<file path="src/rtl/bnn_ctrl_param.sv">
// bnn_ctrl_param: parametrised BNN sequencer driving CH binary conv engines through
// CONV1/CONV2, capturing FC scores and reporting a signed argmax.
module bnn_ctrl_param #(
  parameter  int CH        = 2,
  parameter  int FMAP_BITS = 676,
  parameter  int W_PER_CH  = 9,
  parameter  int PIX_W     = 8,
  parameter  int PIX_THR   = 127,
  parameter  int NCLS      = 10,
  parameter  int FC_W      = 10,
  localparam int SW        = $clog2(CH+1) + 1,
  localparam int CIW       = $clog2(NCLS)
) (
  input  logic                 clk,
  input  logic                 rst,
  input  logic                 start,
  input  logic [PIX_W-1:0]     pic_din,
  input  logic [CH-1:0]        conv_result,
  input  logic [CH-1:0]        conv_result_valid,
  input  logic [CH-1:0]        conv_done,
  output logic [CH-1:0]        conv_din,
  output logic [CH-1:0]        conv_start,
  output logic [CH-1:0]        weight_en,
  output logic                 stage,
  output logic [SW-1:0]        conv2_sum,
  output logic                 maxpool_valid,
  input  logic [NCLS*FC_W-1:0] fc_result,
  input  logic                 fc_result_valid,
  output logic [CIW-1:0]       class_idx,
  output logic [FC_W-1:0]      class_max,
  output logic                 done,
  output logic                 fmap_ovf
);

  // state    | meaning
  // S_IDLE   | waiting for start
  // S_CONV1  | thresholded pixels streamed, engine results written to fmaps
  // S_CONV2  | stored fmaps replayed, waiting for FC scores
  // S_ARGMAX | one class compared per cycle
  // S_FIN    | done pulse, result registers freshly loaded
  typedef enum logic [2:0] {S_IDLE, S_CONV1, S_CONV2, S_ARGMAX, S_FIN} state_t;

  localparam int WN  = CH * W_PER_CH;
  localparam int WCW = $clog2(WN + 1);
  localparam int PW  = $clog2(FMAP_BITS + 1);

  state_t                 state_q;
  logic [WCW-1:0]         wcnt_q;
  logic [PW-1:0]          wptr_q [CH];
  logic [PW-1:0]          rptr_q [CH];
  logic [FMAP_BITS-1:0]   fmap_q [CH];
  logic signed [FC_W-1:0] score_q [NCLS];
  logic [CIW-1:0]         acnt_q, idx_q, idx_d, class_idx_q;
  logic signed [FC_W-1:0] max_q, max_d, class_max_q;
  logic [CH-1:0]          weight_en_q, weight_en_d;
  logic signed [SW-1:0]   conv2_sum_q, sum_d;
  logic                   maxpool_valid_q, done_q, fmap_ovf_q;
  logic                   in_conv, pix_bit;

  always_comb begin
    in_conv    = (state_q == S_CONV1) || (state_q == S_CONV2);
    pix_bit    = (pic_din > PIX_W'(PIX_THR));
    conv_start = in_conv ? ~conv_done : '0;
    conv_din   = '0;
    for (int i = 0; i < CH; i++) begin
      if (state_q == S_CONV1)      conv_din[i] = pix_bit;
      else if (state_q == S_CONV2) conv_din[i] = fmap_q[i][rptr_q[i]];
    end
    sum_d = '0;
    for (int i = 0; i < CH; i++)
      sum_d = conv_result[i] ? sum_d + SW'(1) : sum_d - SW'(1);
    for (int k = 0; k < CH; k++)
      weight_en_d[k] = (|conv_start) && (int'(wcnt_q) >= k * W_PER_CH)
                       && (int'(wcnt_q) < (k + 1) * W_PER_CH);
    // First class seeds the running max unconditionally; later ones need a strict win.
    idx_d = idx_q;
    max_d = max_q;
    if (acnt_q == '0) begin
      idx_d = '0;
      max_d = score_q[0];
    end else if (score_q[acnt_q] > max_q) begin
      idx_d = acnt_q;
      max_d = score_q[acnt_q];
    end
  end

  always_ff @(posedge clk or posedge rst) begin
    if (rst) begin
      state_q         <= S_IDLE;
      wcnt_q          <= '0;
      acnt_q          <= '0;
      idx_q           <= '0;
      max_q           <= '0;
      class_idx_q     <= '0;
      class_max_q     <= '0;
      weight_en_q     <= '0;
      conv2_sum_q     <= '0;
      maxpool_valid_q <= 1'b0;
      done_q          <= 1'b0;
      fmap_ovf_q      <= 1'b0;
      for (int i = 0; i < CH; i++) begin
        wptr_q[i] <= '0;
        rptr_q[i] <= '0;
        fmap_q[i] <= '0;
      end
      for (int k = 0; k < NCLS; k++) score_q[k] <= '0;
    end else begin
      weight_en_q     <= weight_en_d;
      conv2_sum_q     <= sum_d;
      maxpool_valid_q <= (state_q == S_CONV2) && (&conv_result_valid);
      done_q          <= 1'b0;
      if ((|conv_start) && (wcnt_q < WCW'(WN))) wcnt_q <= wcnt_q + 1'b1;
      case (state_q)
        S_IDLE: begin
          if (start) begin
            state_q    <= S_CONV1;
            fmap_ovf_q <= 1'b0;
            wcnt_q     <= '0;
            for (int i = 0; i < CH; i++) begin
              wptr_q[i] <= '0;
              rptr_q[i] <= '0;
            end
          end
        end
        S_CONV1: begin
          for (int i = 0; i < CH; i++) begin
            if (conv_result_valid[i]) begin
              if (wptr_q[i] < PW'(FMAP_BITS)) begin
                fmap_q[i][wptr_q[i]] <= conv_result[i];
                wptr_q[i]            <= wptr_q[i] + 1'b1;
              end else begin
                fmap_ovf_q <= 1'b1;
              end
            end
          end
          if (&conv_done) begin
            state_q <= S_CONV2;
            wcnt_q  <= '0;
            for (int i = 0; i < CH; i++) begin
              wptr_q[i] <= '0;
              rptr_q[i] <= '0;
            end
          end
        end
        S_CONV2: begin
          for (int i = 0; i < CH; i++)
            if (conv_start[i] && (rptr_q[i] < PW'(FMAP_BITS - 1)))
              rptr_q[i] <= rptr_q[i] + 1'b1;
          if (fc_result_valid) begin
            for (int k = 0; k < NCLS; k++) score_q[k] <= fc_result[k*FC_W +: FC_W];
            acnt_q  <= '0;
            state_q <= S_ARGMAX;
          end
        end
        S_ARGMAX: begin
          idx_q  <= idx_d;
          max_q  <= max_d;
          acnt_q <= acnt_q + 1'b1;
          if (acnt_q == CIW'(NCLS - 1)) begin
            state_q     <= S_FIN;
            done_q      <= 1'b1;
            class_idx_q <= idx_d;
            class_max_q <= max_d;
          end
        end
        S_FIN:   state_q <= S_IDLE;
        default: state_q <= S_IDLE;
      endcase
    end
  end

  assign weight_en     = weight_en_q;
  assign stage         = (state_q != S_CONV1);
  assign conv2_sum     = conv2_sum_q;
  assign maxpool_valid = maxpool_valid_q;
  assign class_idx     = class_idx_q;
  assign class_max     = class_max_q;
  assign done          = done_q;
  assign fmap_ovf      = fmap_ovf_q;

endmodule

</file>
<file path="config.mk">
export PLATFORM = sky130hd
export DESIGN_NAME = bnn_ctrl_param
export DESIGN_NICKNAME = d
export VERILOG_FILES = /design/src/rtl/bnn_ctrl_param.sv
export SDC_FILE = /design/constraint.sdc
export NUM_CORES = 2
export LEC_CHECK = 0
export CAP_MARGIN = 20
export CORE_ASPECT_RATIO = 0.75
export CORE_UTILIZATION = 60
export DETAILED_ROUTE_END_ITERATION = 7
export GPL_ROUTABILITY_DRIVEN = 0
export PLACE_DENSITY = 0.74
export SYNTH_ARGS = -nofsm -noshare
export SYNTH_HDL_FRONTEND = slang
export SYNTH_SLANG_ARGS = --single-unit
</file>
<file path="constraint.sdc">
create_clock -name clk -period 131.2 [get_ports clk]
set_clock_uncertainty 0.1 [all_clocks]
set_input_delay 13.12 -clock clk [delete_from_list [all_inputs] [get_ports clk]]
set_output_delay 13.12 -clock clk [all_outputs]
set_load 0.005 [all_outputs]
</file>
**After elaboration in Yosys (flattened, before gate mapping)**

Cells that the tools add are included.

- Register bits: 1540
- Latch bits: 0
- Memory bits (writable): 0
- ROM bits: 0
- Input port bits: 118
- Output and inout port bits: 27
- Logic and storage cells: 153
- Memories kept: 0

- Add/subtract/negate cells: 8
- Multipliers: 0
- Div/mod/pow operators: 0
- $lt $le $gt $ge: 17
- Equality and inequality tests: 15
- Shift operators: 0
- Mux-type cells: 54
- Bitwise gates (word level): 2
- Reduce and logical (&&, ||, !) cells: 29

Operators with widths:

| operator | number |
|---|---|
| $bwmux W676 | 2 |
| $mux W10 | 10 |
| $mux W20 | 3 |
| $pmux W20 S3 | 1 |
| $lt A10 B11 Y1 const B | 4 |
| $add A10 B1 Y10 const B | 4 |
| $bmux W10 S4 | 1 |
| $lt A10 B10 Y1 const B | 4 |
| $pmux W20 S2 | 1 |
| $bmux W1 S10 | 2 |
| $demux W1 S10 | 2 |
| $ge A10 B1 Y1 const B | 2 |
| $reduce_and A4 Y1 | 5 |
| $mux W3 | 6 |
| $mux W1 | 15 |
| $mux W5 | 3 |
| $mux W4 | 3 |
| $pmux W3 S4 | 1 |
| $reduce_and A2 Y1 | 6 |
| $gt A10 B10 Y1 | 1 |
| $lt A5 B5 Y1 const B | 2 |
| $pmux W5 S2 | 1 |
| $logic_and A1 B1 Y1 | 9 |
| $ne A3 B1 Y1 const B | 3 |
| other kinds (26) | 34 |

**Logic depth before layout (Yosys ltp)**

- Depth after elaboration: 8
- Gate-level depth with buffers: 18
- Gate-level depth less buffers: 14

**Least setup slack after synthesis**

No wires, ideal clock.

- Path type: input to output
- From: input pic_din[7]
- To: output conv_din[1]
- Arrival: 13623 ps
- Data required time: 117980 ps
- Setup slack: 104357 ps
- Cell stages on the path: 2
- Path buffers: 0
- Cell sequence: a22o_1 > a311o_1

- Cells in the longest elaborated chain, start to end: 2

RTL lines:

| element | line | source |
|---|---|---|
| from (decl) | 17 | `input logic [PIX_W-1:0] pic_din,` |
| $gt A8 B7 Y1 | 62 | `pix_bit = (pic_din > PIX_W'(PIX_THR));` |
| $mux W1 | 66 | `if (state_q == S_CONV1) conv_din[i] = pix_bit;` |
| to (decl) | 21 | `output logic [CH-1:0] conv_din,` |

No other way between the ends.

**Worst setup path in the final report**

- From: input pic_din[7]
- To: output conv_din[0]

Same word-level chain as after synthesis.

==> impl_metrics.csv <==
group,metric,value,unit
timing,max_freq,0.0355,GHz
synth,synth-seq-area-share,0.517,
detailed_routing,wl_met2,90.2,mm
layout,area_growth,9.46,%
layout,final_nets,6260,
timing,setup_viol,0,
layout,layout-drive-gt1-share,0.156,
worst_setup_path,reg2reg_from,"acnt_q[3]$_DFFE_PP0P_",
synth,netlist.area_leader.share,0.517,
floorplan,dieArea,126000,µm²
detailed_routing,top_layer,"met5",
worst_setup_path,end_kind,"output port",
synth,syn_area,74400,µm²
worst_setup_path,worstSetupPathType,"in2out",
worst_hold_path,min_to,"class_max[1]$_DFFE_PP0P_",
status,outcome,"complete, no violations",
worst_hold_path,min-delay-start,"class_max[1]$_DFFE_PP0P_",
layout,final_cell_area,81500,µm²
synth,synth_flop_cell,"dfrtp_1",
timing,report.final.slew_viol_count,0,
cts,clockBufferDepth,3,
global_routing,grt_pass1_vias,52400,
detailed_routing,route.detailed.drc,0,
synth,yosysWarningCount,0,
synth,async_flop_share,1.00,
worst_setup_path,startpoint_type,"input pin",
cts,hold_buffers,0,
detailed_routing,drtIter0Drc,7491,
detailed_routing,met3_length,23.9,mm
job,drv_cap,0,
worst_hold_path,min_path_cells,2,
cts,htree_levels,4,
layout,fill_cells,9032,
worst_setup_path,crit_start,"pic_din[7]",
cts,cts_tree,"done",
timing,max-slew-margin-rel,0.206,
global_routing,grt_pass1_wl,323,mm
timing,worstMarginPinSlew,1190,ps
floorplan,initial_core_util,0.607,
cts,clock-root-buffer,"clkbuf_16",
worst_setup_path,ff2ff_path_depth,13,
cts,post_cts_buffers,0,
global_routing,grt.total_usage,0.334,
cts,insertion_delay,810,ps
synth,synthCells,6550,
placed_design,hpwl,116,mm
power_and_ir_drop,peakVddDrop,0.0153,mV
floorplan,num_rows,111,
layout,final_common_cell,"dfrtp_1",
synth,synthTopCellsByArea,"dfrtp_1 52%, o31ai_1 14%, mux4_2 11%, o21ai_0 9.5%, clkbuf_1 3.9%",
timing,tns,0,ps
worst_setup_path,reg2reg_slack,126310,ps
floorplan,core,123000,µm²
cts,cts_buffers,151,
worst_hold_path,min_path_type,"reg2reg",
timing,period_minus_slack,28160,ps
worst_setup_path,reg2reg_to,"idx_q[0]$_DFFE_PP0P_",
synth,synth.distinct_cells,72,
worst_setup_path,cp_max_fo,2,
global_routing,antenna_found_initial,8,
power_and_ir_drop,leakagePower,32.9,nW
detailed_routing,drt-total-wl,210,mm
global_routing,grt_max_degree,260,
detailed_routing,wl_met1,89.4,mm
floorplan,die_w,409,µm
worst_setup_path,arrival,14940,ps
timing,final-hold-violation-count,0,
global_routing,grt-ovfl-total,0,
floorplan,io_pins,145,
detailed_routing,routed_via_density,7.10,
synth,synth_edf_count,0,
power_and_ir_drop,power_density,14.8,nW/µm²
timing,timing.final.crit_share,0.215,
synth,synth_seq_cells,1539,
cts,post_cts_resized,0,
synth,syn-num-nets,6694,
floorplan,die_h,307,µm
cts,cts.sinks,1539,
detailed_routing,first_pass_iters,6,
detailed_routing,vias,55900,
worst_setup_path,crit_required,117980,ps
timing,rsz0062_at_grt,"no",
placed_design,port_buffers,136,
layout,most-common-layout-cells,"1530 x dfrtp_1, 1418 x o21ai_0, 1354 x o31ai_1",
synth,avgSynthCellArea,11.4,µm²
detailed_routing,ant_nets,0,
cts,cts.reportedPaths.clkPinSlew,60,ps
detailed_routing,wire_per_inst,26.6,µm
synth,yosysTopAreaCell,"dfrtp_1",
placed_design,postPlaceCellArea,75600,µm²
Yosys cell counts (all sizes together), types with 18 or more instances:
master / instances
and3: 18
mux4: 367
inv: 43
mux2: 126
a31oi: 19
nor3: 26
nor2b: 20
o211ai: 29
clkbuf: 780
o31ai: 1354
nor2: 75
a22oi: 19
a21oi: 56
o21ai: 1420
nand3: 35
mux2i: 91
dfrtp: 1539
ha: 26
nand2: 208
buf: 78
flip-flops by register name, summed over array words and instances (netlist names):
signal and flops:
state_q 3, done 1, max_q 10, score_q 100
weight_en 2, class_idx 4, maxpool_valid 1, acnt_q 4
fmap_q 1352, class_max 10, conv2_sum 2, wcnt_q 5
fmap_ovf 1, rptr_q 20, wptr_q 20, idx_q 4
kinds of logic after synthesis:
kind of cell / after synthesis / share of synthesized area
compound gates: 3004 / 0.255
flops: 1539 / 0.517
buf+inv: 902 / 0.0484
mux: 584 / 0.143
simple gates: 471 / 0.0297
fa+ha+maj: 26 / 0.00437
xor+xnor: 23 / 0.00271
other cells: 1 / 0.0000504
report_power, final:
part | internal [W] | switching [W] | leakage [nW]
clock | 0.000250 | 0.000189 | 2.46
combinational | 0.0000992 | 0.000145 | 9.23
sequential | 0.000498 | 0.0000230 | 21.2
final cells by class:
class	count	area (µm²)	area share
inverters	44	188	0.00230
clock inverters	41	404	0.00496
diodes	3	7.51	0.0000921
well taps	1638	2050	0.0252
flip-flops and latches	1539	38500	0.473
clock buffers	224	4530	0.0556
multi-input cells	4109	32600	0.400
repair buffers	271	3160	0.0387
per-stage QoR:
stage                      util  power (W)  setup WS [ps]  std cells  hold WS (ps)
after floorplan               -   0.000703          74560       6550           350
after global placement    0.616   0.000763         103080       7551           367
after detailed placement  0.616   0.000769         103090       7557           369
after CTS                 0.657    0.00120         103080       7822           383
after global routing      0.664    0.00125         103100       7868           402
final                     0.664    0.00120         103040       7869           380
metal layers:
metal	track usage	vias to the layer above
met5	0.000383	-
met4	0.103	8
met3	0.0853	403
met2	0.469	2771
met1	0.509	28200
li1	-	24500
critical path, cell delays in order:
cell             delay [ps]
clkdlybuf4s50_1         620
a21oi_1                 370
o311ai_0                300
clkdlybuf4s50_1         520
worst max-delay path by stage:
stage                                  endpoint  cells after the start
final                               conv_din[0]                      4
after global routing                conv_din[1]                      4
after CTS                           conv_din[0]                      4
after detailed placement            conv_din[0]                      4
after global placement              conv_din[0]                      4
after floorplan           acnt_q[0]$_DFFE_PP0P_                      1
(Power assumes the default switching activity.)
